==> src/rtl/c2f_reader.sv <==
// Reads each committed C2F chunk out of RAM as a 64-bit ready/valid stream and pulses dtAck_out once the last QW is taken.
// First beat lands 3 cycles after wrPtr_in != rdPtr_in; a credit-gated 2-entry buffer absorbs ready_in stalls without dropping data.
module c2f_reader #(
  parameter int CHUNK_QW_NBITS   = 7,
  parameter int NUM_CHUNKS_NBITS = 2
) (
  input  logic                                     clk_in,
  input  logic                                     reset_in,
  input  logic [NUM_CHUNKS_NBITS-1:0]              wrPtr_in,
  input  logic [NUM_CHUNKS_NBITS-1:0]              rdPtr_in,
  output logic                                     dtAck_out,
  output logic [NUM_CHUNKS_NBITS+CHUNK_QW_NBITS-1:0] ramAddr_out,
  input  logic [63:0]                              ramData_in,
  output logic [63:0]                              data_out,
  output logic                                     valid_out,
  input  logic                                     ready_in,
  output logic                                     eop_out
);

  localparam logic [CHUNK_QW_NBITS-1:0] OFF_ONE = 1;

  typedef enum logic [2:0] {IDLE, READ, DRAIN, ACK, WAIT} state_t;

  state_t                      state;
  logic [NUM_CHUNKS_NBITS-1:0] chunk;
  logic [CHUNK_QW_NBITS-1:0]   offset;
  logic                        inFlight;
  logic                        inFlightEop;
  logic [63:0]                 bufData0, bufData1;
  logic                        bufEop0, bufEop1;
  logic [1:0]                  bufCount;

  logic pop, push, issue, lastOffset, creditOk;

  assign valid_out   = (bufCount != 2'd0);
  assign data_out    = bufData0;
  assign eop_out     = valid_out & bufEop0;
  assign ramAddr_out = {chunk, offset};

  assign pop        = valid_out & ready_in;
  assign push       = inFlight;
  assign lastOffset = &offset;
  // A read only issues if its data is sure to find a free slot when it lands next cycle.
  assign creditOk   = ({1'b0, bufCount} + {2'b00, inFlight}) < (3'd2 + {2'b00, pop});
  assign issue      = (state == READ) && creditOk;

  always_ff @(posedge clk_in or posedge reset_in) begin
    if (reset_in) begin
      state       <= IDLE;
      chunk       <= '0;
      offset      <= '0;
      inFlight    <= 1'b0;
      inFlightEop <= 1'b0;
      dtAck_out   <= 1'b0;
      bufData0    <= '0;
      bufData1    <= '0;
      bufEop0     <= 1'b0;
      bufEop1     <= 1'b0;
      bufCount    <= 2'd0;
    end else begin
      inFlight  <= issue;
      dtAck_out <= 1'b0;
      if (issue) inFlightEop <= lastOffset;

      case (state)
        IDLE: begin
          if (wrPtr_in != rdPtr_in) begin
            chunk  <= rdPtr_in;
            offset <= '0;
            state  <= READ;
          end
        end
        READ: begin
          if (issue) begin
            if (lastOffset) state <= DRAIN;
            else            offset <= offset + OFF_ONE;
          end
        end
        DRAIN: begin
          if (!inFlight && (bufCount == {1'b0, pop})) begin
            state     <= ACK;
            dtAck_out <= 1'b1;
          end
        end
        ACK:  state <= WAIT;
        // Hold off until tlp_xcvr has registered the ack, so the chunk is never re-read.
        WAIT: if (rdPtr_in != chunk) state <= IDLE;
        default: state <= IDLE;
      endcase

      case ({push, pop})
        2'b10: begin
          if (bufCount == 2'd0) begin
            bufData0 <= ramData_in;
            bufEop0  <= inFlightEop;
          end else begin
            bufData1 <= ramData_in;
            bufEop1  <= inFlightEop;
          end
          bufCount <= bufCount + 2'd1;
        end
        2'b01: begin
          bufData0 <= bufData1;
          bufEop0  <= bufEop1;
          bufCount <= bufCount - 2'd1;
        end
        2'b11: begin
          if (bufCount == 2'd1) begin
            bufData0 <= ramData_in;
            bufEop0  <= inFlightEop;
          end else begin
            bufData0 <= bufData1;
            bufEop0  <= bufEop1;
            bufData1 <= ramData_in;
            bufEop1  <= inFlightEop;
          end
        end
        default: ;
      endcase
    end
  end

endmodule

==> config.mk <==
export PLATFORM = sky130hd
export DESIGN_NAME = c2f_reader
export DESIGN_NICKNAME = d
export VERILOG_FILES = /design/src/rtl/c2f_reader.sv
export SDC_FILE = /design/constraint.sdc
export NUM_CORES = 1
export LEC_CHECK = 0
export ABC_AREA = 0
export BUFFER_PORTS_ARGS = -buffer_cell sky130_fd_sc_hd__buf_4
export CORE_MARGIN = 3
export CORE_UTILIZATION = 54
export DETAILED_ROUTE_END_ITERATION = 7
export PLACE_DENSITY_LB_ADDON = 0.08
export SLEW_MARGIN = 0
export SYNTH_ARGS = -nofsm -noshare
export SYNTH_HDL_FRONTEND = slang
export SYNTH_SLANG_ARGS = --single-unit
==> constraint.sdc <==
create_clock -name clk_in -period 5.05 [get_ports clk_in]
set_input_delay 0.505 -clock clk_in [delete_from_list [all_inputs] [get_ports clk_in]]
set_output_delay 0.505 -clock clk_in [all_outputs]
set_load 0.01 [all_outputs]
Word-level counts from Yosys, hierarchy flattened
Cells that the tools add are included.
- bits in registers: 147
- latch bits: 0
- memory bits (writable): 0
- memory bits (read-only): 0
- input bits: 71
- output and inout port bits: 76
- logic and storage cells: 80
- memories kept: 0
- add/sub/neg operators: 5
- multipliers: 0
- div/mod/pow operators: 0
- magnitude comparators: 1
- equality and inequality tests: 20
- shifts and indexed selects: 0
- multiplexer cells: 25
- bitwise operators: 2
- reduce and logical (&&, ||, !) cells: 16
- operators by type and width (cell ; count):
    two-way mux 64 bit ; 4
    one-hot mux 64 bit (3 select lines) ; 1
    one-hot mux 64 bit (2 select lines) ; 1
    two-way mux 7 bit ; 3
    != test 2 bit (second input constant) ; 9
    two-way mux 3 bit ; 5
    one-hot mux 3 bit (5 select lines) ; 1
    one-hot mux 7 bit (2 select lines) ; 1
    nonzero test 2 bit ; 4
    adder 7 x 1 -> 7 bit (second input constant) ; 1
    AND reduction 7 bit ; 1
    equality test 3 x 2 -> 1 bit (second input constant) ; 2
    two-way mux 1 bit ; 6
    AND reduction 5 bit ; 1
    equality test 2 x 1 -> 1 bit (second input constant) ; 2
    equality test 2 bit (second input constant) ; 2
    != test 2 bit ; 2
    one-hot mux 2 bit (2 select lines) ; 1
    AND reduction 2 bit ; 2
    AND reduction 4 bit ; 1
    adder 2 x 1 -> 3 bit ; 1
    adder 2 x 1 -> 3 bit (first input constant) ; 1
    equality test 3 x 1 -> 1 bit (second input constant) ; 1
    equality test 3 bit (second input constant) ; 1
    13 further kinds ; 15

Logic depth before layout (Yosys ltp)
Gate-level depths: netlist of run 1.
- depth after elaboration: 7
- gate-level depth with buffers: 10
- depth with buffers taken out: 8

Worst setup path before layout of run 1
No wires, ideal clock.
- path kind: flip-flop to flip-flop
- start point: register bufCount[0]
- end point: register bufData1[0]
- library setup time: 0.125 ns
- data arrival time: 2.318 ns
- required time: 4.925 ns
- setup slack: 2.607 ns
- cell stages (with the launch flop): 10
- path buffers: 2
- period minus slack after synthesis: 2.443 ns
- cell sequence: dfrtp_1 inv_1 ha_1 nor2b_1 inv_1 ha_1 o211ai_1 clkbuf_1 buf_2 mux2_2
- longest elaborated chain between the ends: 5
- elaborated cells on any way between the ends: 11
- classes of those cells: eq/ne (5); mux (1); bitwise (1); reduce/logical (4)
- ends and longest elaborated chain (item ; RTL line ; RTL):
    start: declaration ; 31 ; logic [1:0] bufCount;
    start signal: assignment ; 100 ; bufCount <= bufCount + 2'd1;
    start signal: assignment ; 105 ; bufCount <= bufCount - 2'd1;
    nonzero test 2 bit ; 35 ; assign valid_out = (bufCount != 2'd0);
    AND 1 bit ; 40 ; assign pop = valid_out & ready_in;
    equality test 2 bit ; 91 ; case ({push, pop})
    != test 2 bit (no line) / nonzero test 2 bit (equally long branches) ; n/a ;
    AND reduction 3 bit (no line) ; n/a ;
    end signal: assignment ; 97 ; bufData1 <= ramData_in;
    end signal: assignment ; 114 ; bufData1 <= ramData_in;
    end: declaration ; 29 ; logic [63:0] bufData0, bufData1;
Parallel ways exist; a longest one is shown, timed or not.
A chain may end at the register's enable or synchronous reset.

Worst setup path after layout of run 1
- start point: register bufCount[0]
- end point: register bufData0[11], in the netlist data_out[11]
- longest elaborated chain between the ends: 5
- elaborated cells on any way between the ends: 12
- classes of those cells: eq/ne (5); mux (2); bitwise (1); reduce/logical (4)
- ends and longest elaborated chain (item ; RTL line ; RTL):
    nonzero test 2 bit ; 35 ;
    AND 1 bit ; 40 ;
    equality test 2 bit / equality test 2 x 1 -> 1 bit (equally long branches) ; 91 ;
    != test 2 bit (no line) / nonzero test 3 bit (equally long branches) ; n/a ;
    AND reduction 2 bit (no line) ; n/a ;
    end signal: assignment ; 94 ; bufData0 <= ramData_in;
    end signal: assignment ; 103 ; bufData0 <= bufData1;
    end signal: assignment ; 109 ; bufData0 <= ramData_in;
    end: declaration ; 29 ;
Parallel ways exist; a longest one is shown, timed or not.

==> results by group, run 1 <==
Run status
  – Status: completed

Yosys
  – Area leader, netlist: dfrtp_1
  – Ranking of synthesized cells by area: dfrtp_1 (59%), mux2_2 (12%), a22oi_1 (7.8%)
  – Most frequent cell after synthesis: dfrtp_1
  – Syn Inst Count: 530
  – Post-synth top cells: dfrtp_1 (147), nand2_1 (79), o21ai_0 (70), mux2_2 (66), a22oi_1 (65)
  – Asr flop ratio synth: 100%
  – Syn Nets: 609
  – Synth top area share: 59.0%
  – Post-synth top flop: dfrtp_1
  – #FFs+latches synth: 147
  – Sequential fraction of the synthesis area: about 59%
  – Ys Warns: 0
  – Synth Area per Inst: 11.8 um2
  – Unique cell type count in the Yosys netlist: 39
  – Synthesized cell area: around 6200 um2
  – Number of flops mapped to enable cells by yosys: 0

Setup path
  – Worst Setup SP: bufCount[0]$_DFFE_PP0P_
  – CP required: 5.37 ns
  – Critical-path maximum fanout: 34
  – Type of origin of the critical path: flop
  – Setup Crit Path Kind: reg2reg
  – CP endpoint kind: flop
  – R2r startpoint: bufCount[0]$_DFFE_PP0P_
  – Arrival time at the worst endpoint: 3.46 ns

GRT
  – Vias in the first global route: 4692
  – Largest net degree at the start of global routing: around 110
  – Grt ovf: 0
  – First-pass GRT wire length: 22700 um
  – All-layer global routing usage: 22.2%
  – Antenna violations before repair: 0

CTS
  – TritonCTS clock tree: done
  – CTS buffer count: 17
  – Clock latency on the worst-skew pair: 0.41 ns
  – Root Buffer: clkbuf_16
  – Clock transition at path regs: 0.06 ns
  – H-tree levels: 4
  – Clock Path Buffers: 2
  – Post-CTS Resized: 0
  – Number of clock sinks: 147
  – Hold buffer count at CTS: 0
  – Post-CTS Setup Repair Bufs: 0

Timing
  – Fmax: 319 MHz
  – Final setup viols: 0
  – Max-slew violations: 0
  – Final min period: 3.14 ns
  – Final Cycle Share: 62.1%
  – Clk_skew: 0.00580 ns
  – Setup_tns: 0 ns
  – Hold Vio Cnt, Final: 0
  – Setup repair after global routing missed its margin: no
  – Worst-Margin Slew: 1.13 ns
  – Rel. slew slack: 24.3%

Cells and area
  – Fill cell count: 819
  – Finished Cell Area: 8090 um2
  – Fin nets: 744
  – Register area: between 3000 and 4000 um2
  – Multi-input gate area: 2410 um2
  – Share of post-route cells with drive strength above 1: 38.3%
  – Post-synthesis to final-layout area growth: 29.6%
  – ANT cells: 0

Floorplan
  – Die Wd: 113 um
  – DIE HEIGHT: ~110 um
  – Row cnt: 38
  – Core ar.: 11100 um2
  – Ports: 147
  – DIE AREA: 12900 um2
  – Initial Utilization: between 50 and 60%

Power
  – Fraction of power consumed by the clock network: between 20% and 30%
  – Leakage: 3.77 nW
  – Net Sw Frac: 34.6%
  – Pint: 3.81 mW
  – Share of power burned in registers: 35.7%
  – NetSw: 2.02 mW
  – PD cells: 721 nW/um2
  – Comb pwr share: 41.1%
  – Max VDD drop: 0.000501 V

Drt
  – WL per Instance: 16.9 um
  – ANT nets after route: 0
  – Via density: 5.59
  – First-pass iteration count of the detailed router: 4
  – # DRC: 0
  – DR iter-0 viols: 355
  – DR vias: 4573
  – Drt total wl: 13900 um

Worst hold path
  – HP Class: in2async

Placement
  – Port Buffer Count: 146
  – Placed cell area: 7440 um2
  – Post-DP HPWL: a little under 9000 um
  – GPL Wtd Cong: 0.780

Flow run
  – Max-capacitance violation count: 0
power by group through the flow:
| stage | Combinational (mW) | Clock, mW | Sequential, mW |
|---|---|---|---|
| CTS | 2.42 | 1.38 | 2.08 |
| global route | 2.66 | 1.43 | 2.15 |
| floorplan | 1.52 | 0 | 2.15 |
| global placement | 2.35 | 0 | 2.07 |
| detailed placement | 2.41 | 0 | 2.10 |
| finish | 2.40 | 1.35 | 2.09 |
flip-flops by register name, indices dropped and copies added (netlist names):
register / count
chunk: 2
dtAck_out: 1
bufData1: 64
inFlightEop: 1
bufCount: 2
state: 3
inFlight: 1
offset: 7
data_out: 64
bufEop0: 1
bufEop1: 1
path summary, 6_finish.rpt:
kind,endpoint,slack (ns),cells past startpoint
worst max-delay path,data_out[11]$_DFFE_PP0P_,1.91,8
worst min register to register,data_out[59]$_DFFE_PP0P_,0.48,2
worst max register to register,data_out[11]$_DFFE_PP0P_,1.91,8
max in group asynchronous,data_out[53]$_DFFE_PP0P_,3.66,3
worst min-delay path,bufData1[9]$_DFFE_PP0P_,0.28,2
min in group clk_in,chunk[0]$_DFFE_PP0P_,0.31,3
layer usage:
metal  share of wire, %  track usage (%)
met5                  0                0
met4                1.4             7.69
met3                6.2             7.00
met2                 50             36.4
met1                 42             28.1
metrics by stage:
stage	hold slack [ns]	power [mW]	worst slack (ns)	util, %	cells
after global placement	0.464	4.41	2.15	67.2	786
after global routing	0.314	6.24	1.65	73.0	818
after detailed placement	0.473	4.51	1.92	67.2	786
after floorplan	0.442	3.66	0.594	-	530
after CTS	0.290	5.88	1.91	73.0	818
final	0.281	5.83	1.91	73.0	818
cell usage in the layout (no fill, tap or decap), drive strengths merged, types with 2 or more instances in the layout:
cell	count
o221a	2
nand2	79
inv	7
dfrtp	147
o21ai	70
mux2i	2
nand3	3
clkinv	5
clkbuf	23
buf	153
mux2	66
a21oi	5
bufinv	4
xnor2	6
o22ai	2
and3	4
a22oi	65
ha	8
nor2	4
nor2b	4
or3b	2
kinds of logic (layout without fill, tap and decap cells):
| kind of cell | count (synthesis) | count (layout) | synth area share, % |
|---|---|---|---|
| compound gates | 153 | 153 | 16.2 |
| xor+xnor | 7 | 7 | 0.983 |
| fa+ha+maj | 8 | 8 | 1.60 |
| buf+inv | 44 | 192 | 2.87 |
| flops | 147 | 147 | 59.0 |
| mux | 68 | 68 | 12.2 |
| simple gates | 103 | 103 | 7.20 |
critical path, cell delays in order (launching register included):
cell,delay (ns)
dfrtp_1,0.46
inv_1,0.08
ha_1,0.29
nor2b_1,0.46
ha_1,0.36
a21o_2,0.59
buf_4,0.48
a22oi_1,0.12
o21ai_0,0.20
cell type report:
cell class	instances	share of cell area (%)
Clock inverter	9	1.84
Sequential cell	147	45.5
Clock buffer	23	6.16
Inverter	7	0.387
Multi-Input combinational cell	339	29.8
Tap cell	140	2.17
Timing Repair Buffer	153	14.2
Note: power is estimated with default switching activity, not from simulation.
==> run 2: changes to the inputs <==
==> constraint.sdc (replaced) <==
create_clock -name clk_in -period 2.9 [get_ports clk_in]
set_input_delay 0.29 -clock clk_in [delete_from_list [all_inputs] [get_ports clk_in]]
set_output_delay 0.29 -clock clk_in [all_outputs]
set_load 0.01 [all_outputs]
==> run 2 against run 1 <==
Register-to-register slack got worse by 1.6 ns. Critical endpoint is now data_out[14]$_DFFE_PP0P_. Wire length is 0.90% higher. Clock skew is 0.00080 ns higher. Utilization is 0.32 points higher. Maximum frequency rose by 24%. Setup slack worse by 1.6 ns. Total power rose by 73%. Flip-flop and latch count unchanged. Via count decreased by 0.17%. First-iteration DRC count shrank 34%. Largest cell class unchanged. Hold slack lost 0.18 ns.
==> results by group, run 2 (synthesis results as in run 1) <==
Run status
  – Status: completed

Setup path
  – Setup Crit Path Kind: reg2reg
  – Slowest CP cell: dfrtp_1
  – Reg2Reg Capture Point: data_out[14]$_DFFE_PP0P_
  – Top cell by count, worst path: ha_1
  – Arrival time at the worst endpoint: 2.86 ns
  – CP endpoint kind: flop
  – Critical-path maximum fanout: 22
  – Critical Path, Cell by Cell: inv_1 -> ha_1 -> nor2b_2 -> ha_1 -> nand2_1 -> o21ai_4 -> buf_4 -> a22oi_1 -> o21ai_0
  – Register-to-register setup slack: 0.36 ns
  – CP required: between 3 and 4 ns
  – R2r startpoint: bufCount[0]$_DFFE_PP0P_
  – Cells on worst reg2reg path: 9
  – CP peak stage delay: 0.44 ns
  – Type of origin of the critical path: flop

GRT
  – First-pass GRT wire length: 23300 um
  – All-layer global routing usage: 22.9%
  – Largest net degree at the start of global routing: 91
  – Antenna violations before repair: 0
  – Vias in the first global route: 4808
  – Grt ovf: 0

Timing
  – Setup repair after global routing missed its margin: no
  – Clk_skew: 0.00660 ns
  – Final setup viols: 0
  – Worst-Margin Slew: 0.777 ns
  – Hold Vio Cnt, Final: 0
  – Final Cycle Share: between 80 and 90%
  – Max-slew violations: 0
  – Rel. slew slack: between 40% and 50%
  – Fmax: 394 MHz
  – Setup_tns: 0 ns
  – Final min period: 2.54 ns

Placement
  – Placed cells: 791
  – Post-DP HPWL: 9180 um
  – Port Buffer Count: about 150
  – GPL Wtd Cong: 0.758

Drt
  – WL per Instance: 17.0 um
  – Drt total wl: 14000 um
  – Via density: 5.55
  – DR vias: 4565
  – DR iter-0 viols: 235
  – First-pass iteration count of the detailed router: 4
  – # DRC: 0
  – ANT nets after route: 0

Flow run
  – Max-capacitance violation count: 0

CTS
  – Clock latency on the worst-skew pair: approximately 0.42 ns
  – H-tree levels: 4
  – Root Buffer: clkbuf_16
  – Post-CTS Setup Repair Bufs: 0
  – Number of clock sinks: approximately 150
  – CTS buffer count: 17
  – Clock transition at path regs: 0.06 ns
  – TritonCTS clock tree: done
  – Clock Path Buffers: 2

Power
  – Leakage: 3.78 nW
  – PD cells: between 1000 and 1500 nW/um2
  – Max VDD drop: 0.000715 V

Floorplan
  – DIE AREA: 12900 um2
  – DIE HEIGHT: 113 um
  – Row cnt: 38
  – Die Wd: 113 um
  – Initial Utilization: 56.3%
  – Ports: 147
  – Core ar.: 11100 um2

Cells and area
  – ANT cells: 0
  – Post-synthesis to final-layout area growth: 30.2%
  – Fin nets: 750
  – Final core utilization: 73.3%
  – Share of post-route cells with drive strength above 1: 38.2%
  – Finished Layout Cells: between 800 and 900
  – Commonest cells after routing, fill and taps aside: buf_4 (154), dfrtp_1 (147), nand2_1 (79), o21ai_0 (69), mux2_2 (66)
  – Fill cell count: 785
  – Most common cell after layout, fill and taps aside: buf_4

Worst hold path
  – HP Class: in2reg
  – Hold EP: chunk[0]$_DFFE_PP0P_
  – Hold_sp: rdPtr_in[0]
  – Hold depth: 3
run 2: cell count changes in the layout (fill, tap and decap cells not counted):
| cell | change |
|---|---|
| clkinv_4 | -1 |
| clkbuf_1 | +4 |
| bufinv_16 | -2 |
| dlygate4sd3_1 | +1 |
| inv_6 | -1 |
| nor2b_1 | -1 |
| nor2b_2 | +1 |
| clkinvlp_4 | +1 |
| buf_4 | +1 |
| clkinv_2 | -2 |
| buf_12 | +4 |
run 2: layout make-up:
class	instances	area [um2]	share of cell area, %
inverters	7	30.0	0.370
well taps	140	175	2.16
clock buffers	27	513	6.32
flip-flops and latches	147	3680	45.3
repair buffers	159	1250	15.3
multi-input cells	339	2410	29.7
clock inverters	4	70.1	0.863
run 2: where the power goes:
part | internal [mW] | switching (mW) | total (mW)
Sequential | 3.05 | 0.560 | 3.61
Clock | 1.37 | 0.783 | 2.16
Combinational | 2.14 | 2.17 | 4.31
run 2: critical path: cells and delay by family, from the launching register on:
| family | cells | cell delay, ns |
|---|---|---|
| AOI/OAI and AO/OA | 3 | 0.58 |
| and+or+nand+nor | 2 | 0.42 |
| DFF | 1 | 0.44 |
| buffers and inverters | 2 | 0.44 |
| adders and majority gates | 2 | 0.55 |
run 2: what timing repair did:
action | 4_1_cts | 5_1_grt
setup endpoints to repair | 0 | 80
hold endpoints to repair | 25 | 0
hold buffers | 1 | 0
gates resized for setup | 0 | 1
run 2: stage by stage:
stage	area, um2	setup slack (ns)	power (mW)	hold slack [ns]
3_5_place_dp	7530	0.194	7.97	0.425
6_report	8120	0.360	10.1	0.100
4_1_cts	8120	0.163	10.2	0.0847
3_3_place_gp	7530	0.328	7.81	0.405
2_1_floorplan	6240	0.457	6.38	0.395
5_1_grt	8120	0.0766	10.8	0.0999
run 2: worst max path at each step:
stage | startpoint | endpoint | slack, ns | cells past startpoint
floorplan | bufCount[0]$_DFFE_PP0P_ | bufData1[0]$_DFFE_PP0P_ | 0.46 | 9
global placement | bufCount[0]$_DFFE_PP0P_ | data_out[23]$_DFFE_PP0P_ | 0.33 | 9
detailed placement | bufCount[0]$_DFFE_PP0P_ | data_out[12]$_DFFE_PP0P_ | 0.19 | 9
CTS | bufCount[0]$_DFFE_PP0P_ | data_out[14]$_DFFE_PP0P_ | 0.16 | 9
global route | bufCount[0]$_DFFE_PP0P_ | data_out[19]$_DFFE_PP0P_ | 0.08 | 9
finish | bufCount[0]$_DFFE_PP0P_ | data_out[14]$_DFFE_PP0P_ | 0.36 | 9
run 2: layer usage:
metal / part of all wire [%] / vias to the layer above / global-route usage, %
li1: - / 2189 / -
met1: 42 / 2248 / 27.9
met5: 0 / - / 0
met4: 1.6 / 0 / 8.41
met3: 6.4 / 16 / 7.64
met2: 50 / 112 / 38.1
